==> config.mk <==
export PLATFORM = sky130hd
export DESIGN_NAME = hazard_scoreboard
export DESIGN_NICKNAME = d
export VERILOG_FILES = /design/src/rtl/hazard_pkg.sv /design/src/rtl/hazard_scoreboard_sb_entry.sv /design/src/rtl/hazard_scoreboard.sv
export SDC_FILE = /design/constraint.sdc
export NUM_CORES = 1
export LEC_CHECK = 0
export BUFFER_PORTS_ARGS = -buffer_cell sky130_fd_sc_hd__buf_4
export CAP_MARGIN = 20
export CORE_MARGIN = 5
export CORE_UTILIZATION = 55
export CTS_BUF_LIST = sky130_fd_sc_hd__clkbuf_4
export DETAILED_ROUTE_END_ITERATION = 8
export PLACE_DENSITY_LB_ADDON = 0.1
export SLEW_MARGIN = 20
export SYNTH_ARGS = -nofsm -noshare
export SYNTH_HDL_FRONTEND = slang
export SYNTH_SLANG_ARGS = --single-unit
==> constraint.sdc <==
create_clock -name i_clk -period 2.9 [get_ports i_clk]
set_input_delay 0 -clock i_clk [delete_from_list [all_inputs] [get_ports i_clk]]
set_output_delay 0 -clock i_clk [all_outputs]
set_load 0.05 [all_outputs]
==> src/rtl/hazard_pkg.sv <==
// Shared sizing constants for the load-use hazard scoreboard.
package hazard_pkg;
    localparam int HZ_REG_ADDR_W  = 5;
    localparam int HZ_LOAD_LAT    = 1;
    localparam int HZ_CNT_W       = 3;
    localparam int HZ_STALL_CNT_W = 16;
endpackage

==> src/rtl/hazard_scoreboard_sb_entry.sv <==
// One scoreboard entry: a countdown of cycles until a pending load result is usable.
module sb_entry
    import hazard_pkg::*;
(
    input  logic                i_clk,
    input  logic                i_reset,
    input  logic                i_load,
    input  logic [HZ_CNT_W-1:0] i_load_val,
    output logic                o_busy
);
    logic [HZ_CNT_W-1:0] r_cnt;

    // A reload takes priority so a second load to the same register restarts the wait.
    always_ff @(posedge i_clk) begin
        if (i_reset) begin
            r_cnt <= '0;
        end else if (i_load) begin
            r_cnt <= i_load_val;
        end else if (r_cnt != '0) begin
            r_cnt <= r_cnt - 1'b1;
        end
    end

    assign o_busy = (r_cnt != '0);
endmodule

==> src/rtl/hazard_scoreboard.sv <==
// Load-use hazard detection: per-register countdowns drive stall, bubble and flush controls.
module hazard_scoreboard
    import hazard_pkg::*;
#(
    parameter int REG_ADDR_W  = HZ_REG_ADDR_W,
    parameter int LOAD_LAT    = HZ_LOAD_LAT,
    parameter int STALL_CNT_W = HZ_STALL_CNT_W
) (
    input  logic                   i_clk,
    input  logic                   i_reset,
    input  logic                   i_id_valid,
    input  logic [REG_ADDR_W-1:0]  i_id_rs1,
    input  logic [REG_ADDR_W-1:0]  i_id_rs2,
    input  logic                   i_id_use_rs1,
    input  logic                   i_id_use_rs2,
    input  logic [REG_ADDR_W-1:0]  i_id_rd,
    input  logic                   i_id_mem_read,
    input  logic                   i_ex_branch_taken,
    output logic                   o_pc_write,
    output logic                   o_if_id_write,
    output logic                   o_control_sel,
    output logic                   o_if_id_flush,
    output logic [STALL_CNT_W-1:0] o_stall_count
);
    localparam int NUM_REGS = 2 ** REG_ADDR_W;

    logic [NUM_REGS-1:0]    w_busy;
    logic                   w_rs1_haz;
    logic                   w_rs2_haz;
    logic                   w_stall;
    logic                   w_issue;
    logic                   w_load_issue;
    logic [STALL_CNT_W-1:0] r_stall_count;

    function automatic logic [STALL_CNT_W-1:0] sat_inc(input logic [STALL_CNT_W-1:0] v);
        return (&v) ? v : v + 1'b1;
    endfunction

    // x0 is hard-wired, so it can never be waiting on a load.
    assign w_busy[0] = 1'b0;

    genvar g;
    generate
        for (g = 1; g < NUM_REGS; g++) begin : g_entry
            sb_entry u_entry (
                .i_clk      (i_clk),
                .i_reset    (i_reset),
                .i_load     (w_load_issue && (i_id_rd == REG_ADDR_W'(g))),
                .i_load_val (HZ_CNT_W'(LOAD_LAT)),
                .o_busy     (w_busy[g])
            );
        end
    endgenerate

    assign w_rs1_haz    = i_id_use_rs1 && (i_id_rs1 != '0) && w_busy[i_id_rs1];
    assign w_rs2_haz    = i_id_use_rs2 && (i_id_rs2 != '0) && w_busy[i_id_rs2];
    assign w_stall      = i_id_valid && (w_rs1_haz || w_rs2_haz);
    assign w_issue      = i_id_valid && !w_stall && !i_ex_branch_taken;
    assign w_load_issue = w_issue && i_id_mem_read && (i_id_rd != '0);

    // A taken branch overrides the stall: the ID instruction is squashed rather than held.
    always_comb begin
        o_pc_write    = 1'b1;
        o_if_id_write = 1'b1;
        o_control_sel = 1'b0;
        o_if_id_flush = 1'b0;
        if (i_ex_branch_taken) begin
            o_control_sel = 1'b1;
            o_if_id_flush = 1'b1;
        end else if (w_stall) begin
            o_pc_write    = 1'b0;
            o_if_id_write = 1'b0;
            o_control_sel = 1'b1;
        end
    end

    always_ff @(posedge i_clk) begin
        if (i_reset) begin
            r_stall_count <= '0;
        end else if (w_stall && !i_ex_branch_taken) begin
            r_stall_count <= sat_inc(r_stall_count);
        end
    end

    assign o_stall_count = r_stall_count;
endmodule

-- After elaboration in Yosys (flattened, before gate mapping)
Cells that the tools add are included.
- flip-flop bits (word level): 109
- bits of input ports: 22
- output and inout port bits: 20
- word-level logic and storage cells: 342
- $add $sub $neg: 32
- order comparisons: 2
- eq/ne operators: 31
- muxes and demuxes: 71
- bitwise operators: 1
- reductions and logical operators: 142
- operators with widths (operator ; count):
    nonzero test 3 bit ; 31
    subtractor 3 x 1 -> 3 bit (second input constant) ; 31
    == test 5 bit (second input constant) ; 16
    two-way mux 1 bit ; 69
    nonzero test 2 bit ; 31
    OR reduction 2 bit ; 31
    logical AND 1 bit ; 41
    == test 5 x 4 -> 1 bit (second input constant) ; 8
    == test 5 x 3 -> 1 bit (second input constant) ; 4
    adder 16 x 1 -> 16 bit (second input constant) ; 1
    AND reduction 16 bit ; 1
    nonzero test 5 bit ; 3
    < comparator 5 x 6 -> 1 bit (second input constant) ; 2
    binary-select mux 1 bit (select 5 bit) ; 2
    == test 5 x 2 -> 1 bit (second input constant) ; 2
    == test 5 x 1 -> 1 bit (second input constant) ; 1
    logical NOT 1 bit ; 2
    AND reduction 2 bit ; 1
    logical OR 1 bit ; 1
    NOT 1 bit ; 1

-- Logic depth before layout (Yosys ltp)
- word-level depth: 13
- mapped depth: 11
- depth with buffers taken out: 9

-- Modules after synthesis
A second synthesis with hierarchy kept.
- cells, all modules: 872
- area total of the unflattened synthesis: 8067.7 um^2
- modules (own cells, without submodules) (module ; times used ; cells each ; area each (um^2) ; sequential area each (um^2)):
    sb_entry ; 31 ; 21 ; 202.7 ; 60.1
    hazard_scoreboard ; 1 ; 221 ; 1784.2 ; 320.3

-- Worst setup path before layout
Ideal clock, no wire load.
- kind: reg2out
- from: reg g_entry[6].u_entry.r_cnt[0]
- to: out o_control_sel
- data arrival time: 2.747 ns
- required time: 2.900 ns
- slack: 0.153 ns
- cell stages (with the launch flop): 11
- buffers on the path: 2
- path through: dfxtp_1 > inv_1 > ha_1 > nor2b_1 > mux4_2 > a311oi_1 > nand4_1 > and4_4 > buf_6 > buf_4 > o21bai_1
- word-level cells in the longest chain between the ends: 8
- elaborated cells on any way between the ends: 11
- those cells by class: mux: 6; reduce/logical: 5
- RTL lines (element ; line ; RTL):
    from (decl) ; hazard_scoreboard_sb_entry.sv:11 ; logic [HZ_CNT_W-1:0] r_cnt;
    from (signal assigned) ; hazard_scoreboard_sb_entry.sv:18 ; r_cnt <= i_load_val;
    from (signal assigned) ; hazard_scoreboard_sb_entry.sv:20 ; r_cnt <= r_cnt - 1'b1;
    nonzero test 3 bit (*) ; hazard_scoreboard_sb_entry.sv:24 ; assign o_busy = (r_cnt != '0);
    binary-select mux 1 bit (select 5 bit), on equally long branches ; hazard_scoreboard.sv:55, hazard_scoreboard.sv:56 ;
    two-way mux 1 bit, on equally long branches ; hazard_scoreboard.sv:55, hazard_scoreboard.sv:56 ;
    logical AND 1 bit, on equally long branches ; hazard_scoreboard.sv:55, hazard_scoreboard.sv:56 ;
    logical OR 1 bit (*) ; hazard_scoreboard.sv:57 ; assign w_stall = i_id_valid && (w_rs1_haz || w_rs2_haz);
    logical AND 1 bit (*) ; hazard_scoreboard.sv:57 ;
    two-way mux 1 bit (*) ; hazard_scoreboard.sv:70 ; end else if (w_stall) begin
    two-way mux 1 bit (*) ; hazard_scoreboard.sv:67 ; if (i_ex_branch_taken) begin
    to (decl) ; hazard_scoreboard.sv:21 ; output logic o_control_sel,
Mark *: on every way between the ends. The rest lies on a longest branch, timed or not. The select of a mux whose other input is x is not followed.

-- Final worst setup path
- from: reg g_entry[9].u_entry.r_cnt[0]
- to: reg r_stall_count[9] (netlist: o_stall_count[9])
- word-level cells in the longest chain between the ends: 8
- elaborated cells on any way between the ends: 11
- those cells by class: mux: 4; reduce/logical: 7
- RTL lines (element ; line ; RTL):
    from (decl) ; hazard_scoreboard_sb_entry.sv:11 ;
    from (signal assigned) ; hazard_scoreboard_sb_entry.sv:18 ;
    from (signal assigned) ; hazard_scoreboard_sb_entry.sv:20 ;
    nonzero test 3 bit (*) ; hazard_scoreboard_sb_entry.sv:24 ;
    binary-select mux 1 bit (select 5 bit), on equally long branches ; hazard_scoreboard.sv:55, hazard_scoreboard.sv:56 ;
    two-way mux 1 bit, on equally long branches ; hazard_scoreboard.sv:55, hazard_scoreboard.sv:56 ;
    logical AND 1 bit, on equally long branches ; hazard_scoreboard.sv:55, hazard_scoreboard.sv:56 ;
    logical OR 1 bit (*) ; hazard_scoreboard.sv:57 ;
    logical AND 1 bit (*) ; hazard_scoreboard.sv:57 ;
    logical AND 1 bit (*) ; hazard_scoreboard.sv:80 ; end else if (w_stall && !i_ex_branch_taken) begin
    AND reduction 2 bit (no line) (*) ; -- ;
    to (signal assigned) ; hazard_scoreboard.sv:81 ; r_stall_count <= sat_inc(r_stall_count);
    to (decl) ; hazard_scoreboard.sv:33 ; logic [STALL_CNT_W-1:0] r_stall_count;
Marked as above.
A chain may end at the register's enable or synchronous reset.

==> reports/metrics.cfg <==
[grt]
grt_pass1_wl_um = 26700
grt_antenna_before_repair = 0
grt_util_all_layers_pct = 22.9
grt_overflow_total = 0
maximum_number_of_pins_on_one_net_before_global_route_repair = 96
grt_pass1_vias = 5356

[clocking]
clock-root-buffer = sky130_fd_sc_hd__clkbuf_4
cts_made_buffers = 9
worstSkewPairLatency_ps = 480
cts-root-to-sink-buffers = 2
clock_input_transition_at_the_sequential_cells_of_the_worst_setup_and_hold_paths_ps = 160
numClockSinks = 109
cts_tree = yes
cts_max_level = 3

[sta]
worst-slew-pin-transition_ps = 997
timing.max_slew.rel_slack_pct = 33.5
finClkSkew_ps = 10.2
rsz0062_at_grt = true
setup_total_negative_slack_ps = 0
timing_max_transition_violations_final = 0
max_freq_mhz = 357
fin_crit_ps = 2800
setup-violations-final = 0
finalHoldViolations = 0
fin_crit_sh_pct = 96.5

[detailed_routing]
wl_met3_um = 829
post_drt_wl_per_cell_um = 17.4
detailedRoute.firstPassIterationCount = 5
drc_violations_left = 0
via_total_after_detailed_routing = 5556
avgViaCountPerCell = 5.82
final_antenna_net_count = 0
met2_wirelength_um = 8270
wl_met1_um = 7240
top_signal_layer_used = met4
detail_route.iter0.violations = 310
finalWirelength_um = 16600

[power]
sequential_group_share_of_total_power_pct = 32.2
p_total_w = 0.00725
netSwitchingPower_w = 0.00290
clkPwrFrac_pct = 11.5
irDropWorstVdd_mv = 0.431
power_switching_share_pct = 40.0
internal-power_w = 0.00435
static-leakage-power_nw = 3.07
pwr-share-comb_pct = 56.3
power_density_nw_per_um2 = 966

[floorplanning]
std_cell_rows = 40
die_w_um = 120
y_dimension_of_the_die_um = 120
core_region_area_um2 = 12000
ios = 42
design.die.area_um2 = 14500
floorplan.initialDensity_pct = 56.0

[cells_and_area]
syn_to_final_growth_pct = 12.1
final_util_pct = 62.8
post-route-cell-area_um2 = 7510
fraction_of_final_layout_cells_sized_beyond_drive_strength_1_pct = 19.3
nets = 888
antenna_cells_inserted = 0

[logic_synthesis]
synth.ff_latch_count = 109
synth_commonest_cells = sky130_fd_sc_hd__dfxtp_1, sky130_fd_sc_hd__inv_1, sky130_fd_sc_hd__nor2_1
yosysMostFrequentCell = sky130_fd_sc_hd__dfxtp_1
synth.distinct_cells = 55
synth_top_cell_area_share_pct = 32.5
syn_nets = 838
number_of_enable_type_register_cells_in_the_synthesized_netlist = 0
yosysTopAreaCell = sky130_fd_sc_hd__dfxtp_1
dominantRegCellSynth = sky130_fd_sc_hd__dfxtp_1
syn-instance-count = 753
synth.avg_cell_area_um2 = 8.90
ys_top_cells_by_area = sky130_fd_sc_hd__dfxtp_1, sky130_fd_sc_hd__ha_1, sky130_fd_sc_hd__a211oi_1
synth.cell_area_um2 = 6700
ys_warn_count = 0
seq_area_frac_synth_pct = 32.5
synthArstFlopShare_pct = 0

[placement]
place_hpwl_um = 11700
placed_area_um2 = 7140
number_of_input_and_output_port_buffers_inserted = 41
routability_congestion = 0.893

[setup_path]
critical_path.reg2reg.startpoint = g_entry[9].u_entry.r_cnt[0]$_SDFFE_PP0P_
timing.critical_path.from_type = register
worst_ep_required_time_ps = 3280
crit_arrival_ps = 3180
path_max_fanout = 7
worst-setup-path-type = reg2reg
critPathLaunch = g_entry[9].u_entry.r_cnt[0]$_SDFFE_PP0P_
crit_path_end_kind = register

[hold_path]
worstHoldStart = i_id_rd[2]
hold_path_class = in2reg

[status]
outcome = completed

[flow_run]
max_cap_viol_count = 0

-- critical path: stages, from the launching register on --
cell and delay, ps:
sky130_fd_sc_hd__dfxtp_1 350, sky130_fd_sc_hd__inv_1 70, sky130_fd_sc_hd__ha_1 220, sky130_fd_sc_hd__nor2b_2 190, sky130_fd_sc_hd__mux4_2 510, sky130_fd_sc_hd__o211ai_1 200, sky130_fd_sc_hd__o211ai_1 140, sky130_fd_sc_hd__and4_4 260
sky130_fd_sc_hd__clkbuf_4 180, sky130_fd_sc_hd__nor3_1 240, sky130_fd_sc_hd__mux2_2 360
-- cell type report --
type                            instances  area [um^2]
Timing Repair Buffer                   78          619
Tap cell                              147          184
Inverter                               75          282
Clock inverter                          6         78.8
Sequential cell                       109         2190
Multi-Input combinational cell        530         4090
Clock buffer                            9         67.6
Fill cell                            1040         4450
-- cell families (layout without fill, tap and decap cells) --
| logic type | count (synthesis) | count (layout) | share of synthesized area (%) |
|---|---|---|---|
| AO/OA/AOI/OAI | 171 | 171 | 17.6 |
| XOR/XNOR | 31 | 31 | 4.05 |
| adder cells (fa/ha/maj) | 63 | 63 | 11.8 |
| buffers and inverters | 115 | 168 | 7.78 |
| flip-flops | 109 | 109 | 32.5 |
| multiplexers | 45 | 45 | 7.88 |
| AND/OR/NAND/NOR | 219 | 220 | 18.4 |
-- sequential cells by signal (all words and copies together), names as in the netlist --
signal and count:
g_entry.u_entry.r_cnt 93, o_stall_count 16
-- metal layers --
metal | up-vias | global-route usage, %
li1 | 2760 | -
met1 | 2659 | 30.0
met2 | 119 | 39.1
met3 | 18 | 3.09
met4 | 0 | 7.44
met5 | - | 0
-- final timing paths --
| check | end | slack [ps] | cells after the start |
|---|---|---|---|
| min | g_entry[3].u_entry.r_cnt[0]$_SDFFE_PP0P_ | 40 | 4 |
| min reg2reg | o_stall_count[13]$_SDFFE_PP0P_ | 520 | 2 |
| max | o_stall_count[9]$_SDFFE_PP0P_ | 100 | 10 |
| max reg2reg | o_stall_count[9]$_SDFFE_PP0P_ | 100 | 10 |
-- power by group through the flow --
stage	registers (W)	logic, W	clock network, W
2_1_floorplan	0.00229	0.00311	0
3_3_place_gp	0.00232	0.00373	0
3_5_place_dp	0.00235	0.00394	0
4_1_cts	0.00231	0.00396	0.000859
5_1_grt	0.00241	0.00458	0.000925
6_report	0.00234	0.00408	0.000833
-- cells in the final DEF (no fill, tap or decap), types with 12 or more instances in the layout --
master / synthesis / final
sky130_fd_sc_hd__nor2_1: 69 / 69
sky130_fd_sc_hd__o22ai_1: 31 / 31
sky130_fd_sc_hd__a211oi_2: 10 / 13
sky130_fd_sc_hd__a211oi_1: 56 / 53
sky130_fd_sc_hd__a21oi_1: 44 / 44
sky130_fd_sc_hd__nor2b_1: 40 / 31
sky130_fd_sc_hd__nor3_1: 14 / 14
sky130_fd_sc_hd__dfxtp_1: 109 / 100
sky130_fd_sc_hd__nand2_1: 13 / 13
sky130_fd_sc_hd__buf_4: 4 / 69
sky130_fd_sc_hd__ha_1: 63 / 59
sky130_fd_sc_hd__inv_1: 74 / 71
sky130_fd_sc_hd__mux2_2: 12 / 12
sky130_fd_sc_hd__mux2i_1: 28 / 28
sky130_fd_sc_hd__xnor2_1: 31 / 31
-- stage by stage --
stage	hold WS (ps)	instances	worst slack, ps
2_1_floorplan	167	753	153
3_3_place_gp	282	926	176
3_5_place_dp	287	926	119
4_1_cts	8.82	945	10.7
5_1_grt	23.1	954	-22.9
6_report	38.2	954	102
-- what timing repair did --
item | CTS | global route
setup buffers | 0 | 8
endpoints found under the setup margin | 0 | 42
resized for setup | 0 | 36
hold buffers | 4 | 0
endpoints found under the hold margin | 7 | 0
No activity file was read; power rests on OpenSTA's default activity.
